## src/rtl/uart_tx_sched_if.sv

```systemverilog
// Requester-side bundle for uart_tx_sched: per-requester valid/data/lock
// toward the scheduler, one-hot accept strobe and line status back.
interface uart_tx_sched_if #(
  parameter int NREQ = 4,
  parameter int DW   = 8
);
  localparam int GW = $clog2(NREQ);

  logic [NREQ-1:0]    req_valid;
  logic [NREQ*DW-1:0] req_data;
  logic [NREQ-1:0]    req_lock;
  logic [NREQ-1:0]    req_ready;
  logic [GW-1:0]      grant_id;
  logic               busy;
  logic               txd;

  // Requesters drive characters and observe the accept strobe and line.
  modport master (
    output req_valid, req_data, req_lock,
    input  req_ready, grant_id, busy, txd
  );

  // The scheduler consumes requests and drives the serial line.
  modport slave (
    input  req_valid, req_data, req_lock,
    output req_ready, grant_id, busy, txd
  );
endinterface

```

## src/rtl/uart_tx_sched.sv

```systemverilog
// Round-robin UART transmitter shared by NREQ byte requesters. One character
// is accepted per idle cycle; a requester holding req_lock keeps the line for
// its next character as long as it stays valid.
module uart_tx_sched #(
  parameter int    NREQ   = 4,
  parameter int    DW     = 8,
  parameter int    SW     = 1,
  parameter logic  IDLE   = 1'b1,
  parameter string PARITY = "NONE",
  parameter int    DIV    = 16
) (
  input logic            clk,
  input logic            rst_n,
  uart_tx_sched_if.slave bus
);
  localparam int GW  = $clog2(NREQ);
  localparam int CW  = $clog2(DIV);
  localparam int BW  = $clog2(DW);
  localparam int SCW = (SW > 1) ? $clog2(SW) : 1;
  localparam bit PAR_EN  = (PARITY != "NONE");
  localparam bit PAR_ODD = (PARITY == "ODD");
  localparam logic [CW-1:0]  BAUD_LOAD = CW'(DIV - 1);
  localparam logic [BW-1:0]  LAST_BIT  = BW'(DW - 1);
  localparam logic [SCW-1:0] LAST_STOP = SCW'(SW - 1);

  typedef enum logic [2:0] {S_IDLE, S_START, S_DATA, S_PAR, S_STOP} state_t;

  state_t          state_reg;
  logic [CW-1:0]   baud_reg;
  logic [BW-1:0]   bit_reg;
  logic [SCW-1:0]  stop_reg;
  logic [DW-1:0]   data_reg;
  logic [GW-1:0]   grant_reg;
  logic [GW-1:0]   last_grant_reg;
  logic            lock_reg;
  logic            txd_reg;
  logic            busy_reg;

  logic [2*NREQ-1:0] dbl_valid;
  logic [2*NREQ-1:0] rot_valid;
  logic [GW:0]       rot_amt;
  logic              lock_hit;
  logic              any_valid;
  logic [GW-1:0]     sel_idx;
  int                sel_sum;
  logic [NREQ-1:0]   ready_next;
  logic              par_bit;

  assign par_bit = PAR_ODD ? ~^data_reg : ^data_reg;

  // Pick the first valid requester after last_grant; a held lock wins outright.
  // The valid vector is doubled and rotated so the search never needs a modulo index.
  always_comb begin
    any_valid = |bus.req_valid;
    lock_hit  = lock_reg & bus.req_valid[last_grant_reg];
    dbl_valid = {bus.req_valid, bus.req_valid};
    rot_amt   = {1'b0, last_grant_reg} + 1'b1;
    rot_valid = dbl_valid >> rot_amt;
    sel_sum   = 0;
    sel_idx   = last_grant_reg;
    if (!lock_hit) begin
      // Walk from the far end so the nearest valid requester is assigned last.
      for (int j = NREQ - 1; j >= 0; j--) begin
        if (rot_valid[j]) begin
          sel_sum = int'(rot_amt) + j;
          if (sel_sum >= NREQ) sel_sum = sel_sum - NREQ;
          sel_idx = GW'(sel_sum);
        end
      end
    end
  end

  // Accept strobe is combinational so the grant lands in the requesting cycle.
  always_comb begin
    ready_next = '0;
    if (rst_n && (state_reg == S_IDLE) && any_valid) ready_next[sel_idx] = 1'b1;
  end

  // Frame sequencer: accept, start bit, data LSB first, optional parity, stop bits.
  always_ff @(posedge clk or negedge rst_n) begin
    if (!rst_n) begin
      state_reg      <= S_IDLE;
      baud_reg       <= '0;
      bit_reg        <= '0;
      stop_reg       <= '0;
      data_reg       <= '0;
      grant_reg      <= '0;
      last_grant_reg <= GW'(NREQ - 1);
      lock_reg       <= 1'b0;
      txd_reg        <= IDLE;
      busy_reg       <= 1'b0;
    end else begin
      case (state_reg)
        S_IDLE: begin
          if (any_valid) begin
            data_reg       <= bus.req_data[sel_idx*DW +: DW];
            grant_reg      <= sel_idx;
            last_grant_reg <= sel_idx;
            lock_reg       <= bus.req_lock[sel_idx];
            baud_reg       <= BAUD_LOAD;
            txd_reg        <= ~IDLE;
            busy_reg       <= 1'b1;
            state_reg      <= S_START;
          end else begin
            // Nobody valid, so the locked requester (if any) has let go.
            lock_reg <= 1'b0;
          end
        end
        S_START: begin
          if (baud_reg == '0) begin
            baud_reg  <= BAUD_LOAD;
            bit_reg   <= '0;
            txd_reg   <= data_reg[0];
            state_reg <= S_DATA;
          end else begin
            baud_reg <= baud_reg - 1'b1;
          end
        end
        S_DATA: begin
          if (baud_reg == '0) begin
            baud_reg <= BAUD_LOAD;
            if (bit_reg == LAST_BIT) begin
              if (PAR_EN) begin
                txd_reg   <= par_bit;
                state_reg <= S_PAR;
              end else begin
                txd_reg   <= IDLE;
                stop_reg  <= '0;
                state_reg <= S_STOP;
              end
            end else begin
              bit_reg <= bit_reg + 1'b1;
              txd_reg <= data_reg[bit_reg + 1'b1];
            end
          end else begin
            baud_reg <= baud_reg - 1'b1;
          end
        end
        S_PAR: begin
          if (baud_reg == '0) begin
            baud_reg  <= BAUD_LOAD;
            stop_reg  <= '0;
            txd_reg   <= IDLE;
            state_reg <= S_STOP;
          end else begin
            baud_reg <= baud_reg - 1'b1;
          end
        end
        S_STOP: begin
          if (baud_reg == '0) begin
            if (stop_reg == LAST_STOP) begin
              busy_reg  <= 1'b0;
              state_reg <= S_IDLE;
            end else begin
              stop_reg <= stop_reg + 1'b1;
              baud_reg <= BAUD_LOAD;
            end
          end else begin
            baud_reg <= baud_reg - 1'b1;
          end
        end
        default: begin
          txd_reg   <= IDLE;
          busy_reg  <= 1'b0;
          state_reg <= S_IDLE;
        end
      endcase
    end
  end

  assign bus.req_ready = ready_next;
  assign bus.grant_id  = grant_reg;
  assign bus.busy      = busy_reg;
  assign bus.txd       = txd_reg;

endmodule

```

## src/flat_wrapper.sv

```systemverilog
// flat-port wrapper written by rule: the top's interface ports become plain ports
module uart_tx_sched_flat 
#(
  parameter int    NREQ   = 4,
  parameter int    DW     = 8,
  parameter int    SW     = 1,
  parameter logic  IDLE   = 1'b1,
  parameter string PARITY = "    ",
  parameter int    DIV    = 16
)
  (clk, rst_n, bus_req_valid, bus_req_data, bus_req_lock, bus_req_ready, bus_grant_id, bus_busy, bus_txd);
  uart_tx_sched_if #(.NREQ(NREQ), .DW(DW)) bus_i ();
  input logic clk;
  input logic rst_n;
  input wire logic [$bits(bus_i.req_valid)-1:0] bus_req_valid;
  input wire logic [$bits(bus_i.req_data)-1:0] bus_req_data;
  input wire logic [$bits(bus_i.req_lock)-1:0] bus_req_lock;
  output wire logic [$bits(bus_i.req_ready)-1:0] bus_req_ready;
  output wire logic [$bits(bus_i.grant_id)-1:0] bus_grant_id;
  output wire logic [$bits(bus_i.busy)-1:0] bus_busy;
  output wire logic [$bits(bus_i.txd)-1:0] bus_txd;
  assign bus_i.req_valid = bus_req_valid;
  assign bus_i.req_data = bus_req_data;
  assign bus_i.req_lock = bus_req_lock;
  assign bus_req_ready = bus_i.req_ready;
  assign bus_grant_id = bus_i.grant_id;
  assign bus_busy = bus_i.busy;
  assign bus_txd = bus_i.txd;
  uart_tx_sched #(.NREQ(NREQ), .DW(DW), .SW(SW), .IDLE(IDLE), .PARITY(PARITY), .DIV(DIV)) u_core (.clk(clk), .rst_n(rst_n), .bus(bus_i));
endmodule
```

## config.mk

```make
export PLATFORM = sky130hd
export DESIGN_NAME = uart_tx_sched_flat
export DESIGN_NICKNAME = d
export VERILOG_FILES = /design/src/rtl/uart_tx_sched_if.sv /design/src/rtl/uart_tx_sched.sv /design/src/flat_wrapper.sv
export SDC_FILE = /design/constraint.sdc
export NUM_CORES = 1
export LEC_CHECK = 0
export ABC_CLOCK_PERIOD_IN_PS = 2350
export BUFFER_PORTS_ARGS = -buffer_cell sky130_fd_sc_hd__buf_2
export CAP_MARGIN = 20
export CORE_MARGIN = 1.5
export CORE_UTILIZATION = 25
export CTS_CLUSTER_SIZE = 10
export DETAILED_ROUTE_END_ITERATION = 10
export GPL_TIMING_DRIVEN = 0
export SETUP_SLACK_MARGIN = 0.05
export SLEW_MARGIN = 15
export SYNTH_ARGS = -nofsm -noshare
export SYNTH_HDL_FRONTEND = slang
export SYNTH_SLANG_ARGS = --single-unit
export TNS_END_PERCENT = 20
```

## constraint.sdc

```tcl
create_clock -name clk -period 2.35 [get_ports clk]
set_input_delay 0.3525 -clock clk [delete_from_list [all_inputs] [get_ports clk]]
set_output_delay 0.3525 -clock clk [all_outputs]
set_load 0.01 [all_outputs]
```

### Yosys cells after proc, flatten, opt, wreduce, memory -nomap -nowiden

Cells that the tools add are included.

* word-level logic and storage cells: 116
* register bits: 26
* input bits: 42
* output and inout port bits: 8

* magnitude comparators: 8
* reductions and logical operators: 18
* equality and inequality tests: 14
* $add $sub $neg: 11
* mux-type cells: 50
* bitwise logic cells: 3
* shifts and indexed selects: 2

Operator list (number)
* 32-bit by 6-bit indexed part select with 8-bit output: 1
* 3-bit 2-to-1 mux: 10
* 4-bit 2-to-1 mux: 5
* 2-bit 2-to-1 mux: 9
* 1-bit 2-to-1 mux: 16
* 3-bit one-hot mux with 5 select lines: 1
* 4-bit by 3-bit >= comparator with 1-bit output (second input constant): 3
* 2-bit by 1-bit != test with 1-bit output (second input constant): 6
* 4-bit one-hot mux with 3 select lines: 1
* 3-bit by 2-bit adder with 4-bit output (second input constant): 2
* 4-bit AND reduction: 2
* 8-bit XOR reduction: 1
* 8-bit by 3-bit >> shifter with 4-bit output: 1
* 2-bit by 1-bit subtractor with 2-bit output (second input constant): 4
* 7-bit AND reduction: 1
* 3-bit by 2-bit == test with 1-bit output (second input constant): 2
* 3-bit == test (second input constant): 2
* 2-bit by 3-bit < comparator with 1-bit output (second input constant): 2
* 3-bit one-hot mux with 2 select lines: 1
* 3-bit AND reduction: 2
* 1-bit one-hot mux with 5 select lines: 1
* 5-bit AND reduction: 1
* 3-bit by 1-bit adder with 4-bit output (second input constant): 1
* 1-bit binary-select mux with 2-bit select: 2
* other kinds (24): 29

### Longest topological paths before layout

* depth after elaboration: 14
* gate-level depth with buffers: 9
* gate-level depth less buffers: 8

### Worst setup path after synthesis

No wires, ideal clock.

* path type: flip-flop to output port
* start: register u_core.last_grant_reg[1]
* end: output bus_req_ready[3]
* cell stages (with the launch flop): 8
* slack: 0.258 ns
* required time: 1.997 ns
* path buffers: 2
* arrival: 1.740 ns
* cell sequence: dfstp_2 buf_2 a21oi_1 o21a_1 o32a_1 buf_2 nand3b_1 a21oi_1

* cells in the longest elaborated chain, start to end: 14
* elaborated cells between the ends (all ways): 31
* those cells by class: add/sub: 8; order compare: 6; shift: 1; mux: 14; bitwise: 1; reduce/logical: 1

Ends and longest elaborated chain
* from (decl): RTL line uart_tx_sched.sv:34 `logic [GW-1:0] last_grant_reg;`
* from (signal assigned): RTL line uart_tx_sched.sv:88 `last_grant_reg <= GW'(NREQ - 1);`
* from (signal assigned): RTL line uart_tx_sched.sv:98 `last_grant_reg <= sel_idx;`
* 2-bit by 1-bit adder with 3-bit output: RTL line uart_tx_sched.sv:57 `rot_amt = {1'b0, last_grant_reg} + 1'b1;`
* 3-bit by 2-bit adder with 4-bit output: RTL line uart_tx_sched.sv:65 `sel_sum = int'(rot_amt) + j;`
* 4-bit by 3-bit >= comparator with 1-bit output / 2-bit by 1-bit subtractor with 2-bit output (equally long branches): RTL line uart_tx_sched.sv:66 `if (sel_sum >= NREQ) sel_sum = sel_sum - NREQ;`
* 2-bit 2-to-1 mux: RTL line uart_tx_sched.sv:66
* 2-bit 2-to-1 mux (4 in a row): RTL line uart_tx_sched.sv:64 `if (rot_valid[j]) begin`
* 2-bit 2-to-1 mux *: RTL line uart_tx_sched.sv:61 `if (!lock_hit) begin`
* 2-bit by 3-bit < comparator with 1-bit output (not written as such) / 2-bit by 1-bit >= comparator with 1-bit output (equally long branches): RTL line uart_tx_sched.sv:76 `if (rst_n && (state_reg == S_IDLE) && any_valid) ready_next[sel_idx] = 1'b1;`
* 1-bit logical AND (not written as such): RTL line uart_tx_sched.sv:76
* 1-bit 2-to-1 mux (not written as such): RTL line uart_tx_sched.sv:76
* 1-bit demux with 2-bit select *
* 4-bit 2-to-1 mux *: RTL line uart_tx_sched.sv:76
* to (decl): RTL line flat_wrapper.sv:18 `output wire logic [$bits(bus_i.req_ready)-1:0] bus_req_ready;`

Mark *: on every way between the ends. The rest lies on a longest branch, timed or not. The select of a mux whose other input is x is not followed.

### Worst setup path in the final report

Ends and elaborated chain as after synthesis.

==> metrics.yaml <==
sta:
  setup_violations: 2
  finClkSkew_ps: 7.50
  grt_setup_unrepaired: "true"
  min_period_over_period_pct: 101
  worstMarginPinSlew_ps: 903
  fin_ws_ps: -25.3
  max_slew_margin_pct: 39.3
  finalMaxSlewViolations: 0
  min_period_ps: 2380
  tns_ps: -26.1
  finalHoldViolCount: 0
  fmax_mhz: 421
  hold_slack_ps: 69.2
detailed_routing:
  drtPass1Iterations: 4
  drtIter0Drc: 49
  post-route-drc-count: 0
  vias_per_cell: 4.67
  ant_nets: 0
  wl_um: 4210
  wl_per_cell_um: 12.0
  num_vias: 1645
synth:
  muxShareOfSynthArea_pct: 15.7
  synth_nets: 243
  synth_compound_area_share_pct: 21.8
  syn_area_um2: 1820
  synthSimpleGateAreaFrac_pct: 17.4
  synth_cell_types: 43
  synthFlopType: "dfrtp_1"
  synth_xor_area_share_pct: 4.33
  yosys_register_bits: 25
  synth_fa_ha_area_share_pct: 2.06
  syn_avg_cell_area_um2: 9.20
  synthCells: 198
  synth_top_family_by_area: "compound AO/OA/AOI/OAI gates"
  synthArstFlopShare_pct: 100
  seq_area_frac_synth_pct: 34.5
  synth_edf_count: 0
  yosys_warnings: 0
clock_tree:
  htree_levels: 1
  cts_buffer_depth: 2
  cts_tree: "built"
  root_buffer: "clkbuf_8"
  cts_buffers: 3
  clkSinkCount: 25
  clk_pin_slew_ps: 100
  clk-insertion-delay-late_ps: 280
flow_run:
  maxCapViolations: 0
finish:
  antennaDiodeCount: 0
  fin_nets: 302
  largest_reg_flops: 8
  ff_latch_area_um2: 631
  final_layout_size_suffix_gt1_share_pct: 33.6
  multi_input_area_um2: 1150
  areaGrowthSynthToFinish_pct: 27.6
  nFillCells: 744
critical_path:
  crit_chain: "buf_6 -> a21oi_2 -> o21a_1 -> o32a_1 -> buf_6 -> nand3b_1 -> a21oi_1 -> buf_2"
  worstSetupStartpointType: "flip-flop"
  critPathKind: "reg2out"
  end_kind: "output port"
  critPathTopFamily: "compound AO/OA/AOI/OAI gates"
  max_stage_delay_ps: 550
  crit_top_cell: "buf_6"
  crit_slowest_cell: "dfstp_2"
  path_buf_inv: 3
  worst-path-max-fanout: 6
  cp.arrival_ps: 2020
  r2r_slack_ps: 90
  cp.required_ps: 2000
die:
  start_util_pct: 26.4
  fp.dieH_um: 88.4
  ios: 50
  die_w_um: 88.4
  core_area_um2: 6910
  fp-row-count: 30
  dieArea_um2: 7810
placement:
  place_congestion: 0.785
  place_hpwl_um: 3140
  io_buffers: 49
grt:
  grt_max_degree: 28
  grt_use_total_pct: 11.5
  grt_pass1_vias: 1620
  grt-ovfl-total: 0
  grt_antenna_before_repair: 0
  grt_pass1_wl_um: 7220
run_status:
  violations: "negative setup slack"
  outcome: "complete, but fails checks"
power_and_ir_drop:
  cellPowerDensity_nw_per_um2: 1220
  ir_worst_vdd_mv: 0.655
  leakage_uw: 0.00105
min_path:
  min_path_type: "in2async"
-- stage by stage --
step / worst slack (ps) / instance area, µm² / power (µW) / utilization, % / cells
after floorplan: 258 / 1820 / 2080 / - / 198
after global placement: 21.4 / 2190 / 2380 / 31.7 / 343
after detailed placement: -24.6 / 2190 / 2400 / 31.7 / 343
after CTS: -57.1 / 2320 / 2850 / 33.7 / 352
after global routing: -131 / 2320 / 3060 / 33.7 / 352
final: -25.3 / 2320 / 2830 / 33.7 / 352
-- synth_stat cells, types with 2 or more instances --
master / instances / area share [%]
nand2_1: 19 / 3.9
inv_1: 5 / 1.0
a221o_1: 9 / 4.9
nor3_1: 11 / 3.0
mux4_2: 2 / 2.5
o32a_1: 2 / 1.1
o21ai_1: 2 / 0.55
dfrtp_1: 22 / 30
nor2_1: 13 / 2.7
clkbuf_1: 8 / 1.6
nor2b_1: 7 / 2.4
mux2_4: 8 / 6.6
mux2i_1: 11 / 6.0
a21o_1: 2 / 0.82
xnor2_1: 8 / 3.8
nand2b_1: 6 / 2.1
a21oi_1: 11 / 3.0
ha_1: 3 / 2.1
dfstp_2: 3 / 4.3
nand3b_1: 2 / 0.82
buf_2: 3 / 0.82
o21ai_0: 12 / 3.3
o21a_1: 2 / 0.82
or3_1: 3 / 1.0
a21boi_0: 2 / 0.82
a211oi_1: 3 / 1.2
nand3_1: 3 / 0.82
-- cells by family (layout without fill, tap and decap cells) --
family,after synthesis,count (layout)
compound gates,56,56
xor+xnor,9,9
fa+ha+maj,3,3
buf+inv,17,75
flops,25,25
mux,22,22
simple gates,66,66
-- layer usage --
| layer | share of wire, % | wire [µm] | track usage (%) | vias to the layer above |
|---|---|---|---|---|
| met5 | 0 | 0 | 0 | - |
| met4 | 1.3 | 53 | 3.98 | 0 |
| met3 | 4.0 | 170 | 1.40 | 5 |
| met2 | 46 | 1940 | 19.3 | 56 |
| met1 | 49 | 2040 | 15.4 | 739 |
| li1 | - | - | - | 845 |
-- layout make-up --
cell class / instances / area share, %
tap: 96 / 5.17
clock inverter: 1 / 0.215
timing repair buffer: 54 / 12.2
multi-input combinational: 156 / 49.7
sequential: 25 / 27.1
inverter: 5 / 0.807
buffer: 12 / 3.07
clock buffer: 3 / 1.78
-- timing repair --
item	in CTS	in global routing
resized for setup	14	0
endpoints found under the hold margin	0	0
endpoints found under the setup margin	5	13
pin swaps	2	1
cloned	0	0
setup buffers	5	0
hold buffers	0	0
-- report_power, final --
group          switching [µW]  leakage, µW  internal [µW]  total [µW]
Sequential                173     0.000297            637         810
Combinational             828     0.000724            919        1750
Clock                     151    0.0000255            119         270
Total                    1150      0.00105           1680        2830
-- cell usage in the layout (no fill, tap or decap), drive strengths merged --
cell type,synthesis,final
mux4,2,2
a32o,1,1
a21bo,1,1
inv,5,5
o21a,2,2
o311ai,1,1
clkinv,0,1
nor2,13,13
or2,1,1
nor2b,7,7
nand3,3,3
a221oi,1,1
o32a,2,2
mux2i,11,11
mux2,9,9
or3,3,3
a21oi,12,12
a311oi,1,1
ha,3,3
nand3b,2,2
nand2b,6,6
buf,4,58
dfrtp,22,22
dfstp,3,3
nor3,11,11
a211oi,3,3
clkbuf,8,11
o221ai,1,1
xnor2,8,8
nor4,1,1
o211ai,1,1
nand2,19,19
a21o,2,2
o22ai,1,1
o31ai,1,1
o21ai,14,14
xor2,1,1
a221o,9,9
a21boi,2,2
a211o,1,1
-- final timing paths --
kind / endpoint / depth (start not counted) / from
min in group clk: u_core.lock_reg / 3 / bus_req_lock[0]
max in group asynchronous: u_core.bit_reg[0] / 1 / rst_n
max reg2reg: u_core.data_reg[3] / 8 / u_core.last_grant_reg[1]
min reg2reg: u_core.bus.grant_id[1] / 1 / u_core.bus.grant_id[1]
min: u_core.baud_reg[2] / 1 / rst_n
max: bus_req_ready[3] / 8 / u_core.last_grant_reg[1]
(Power assumes the default switching activity.)
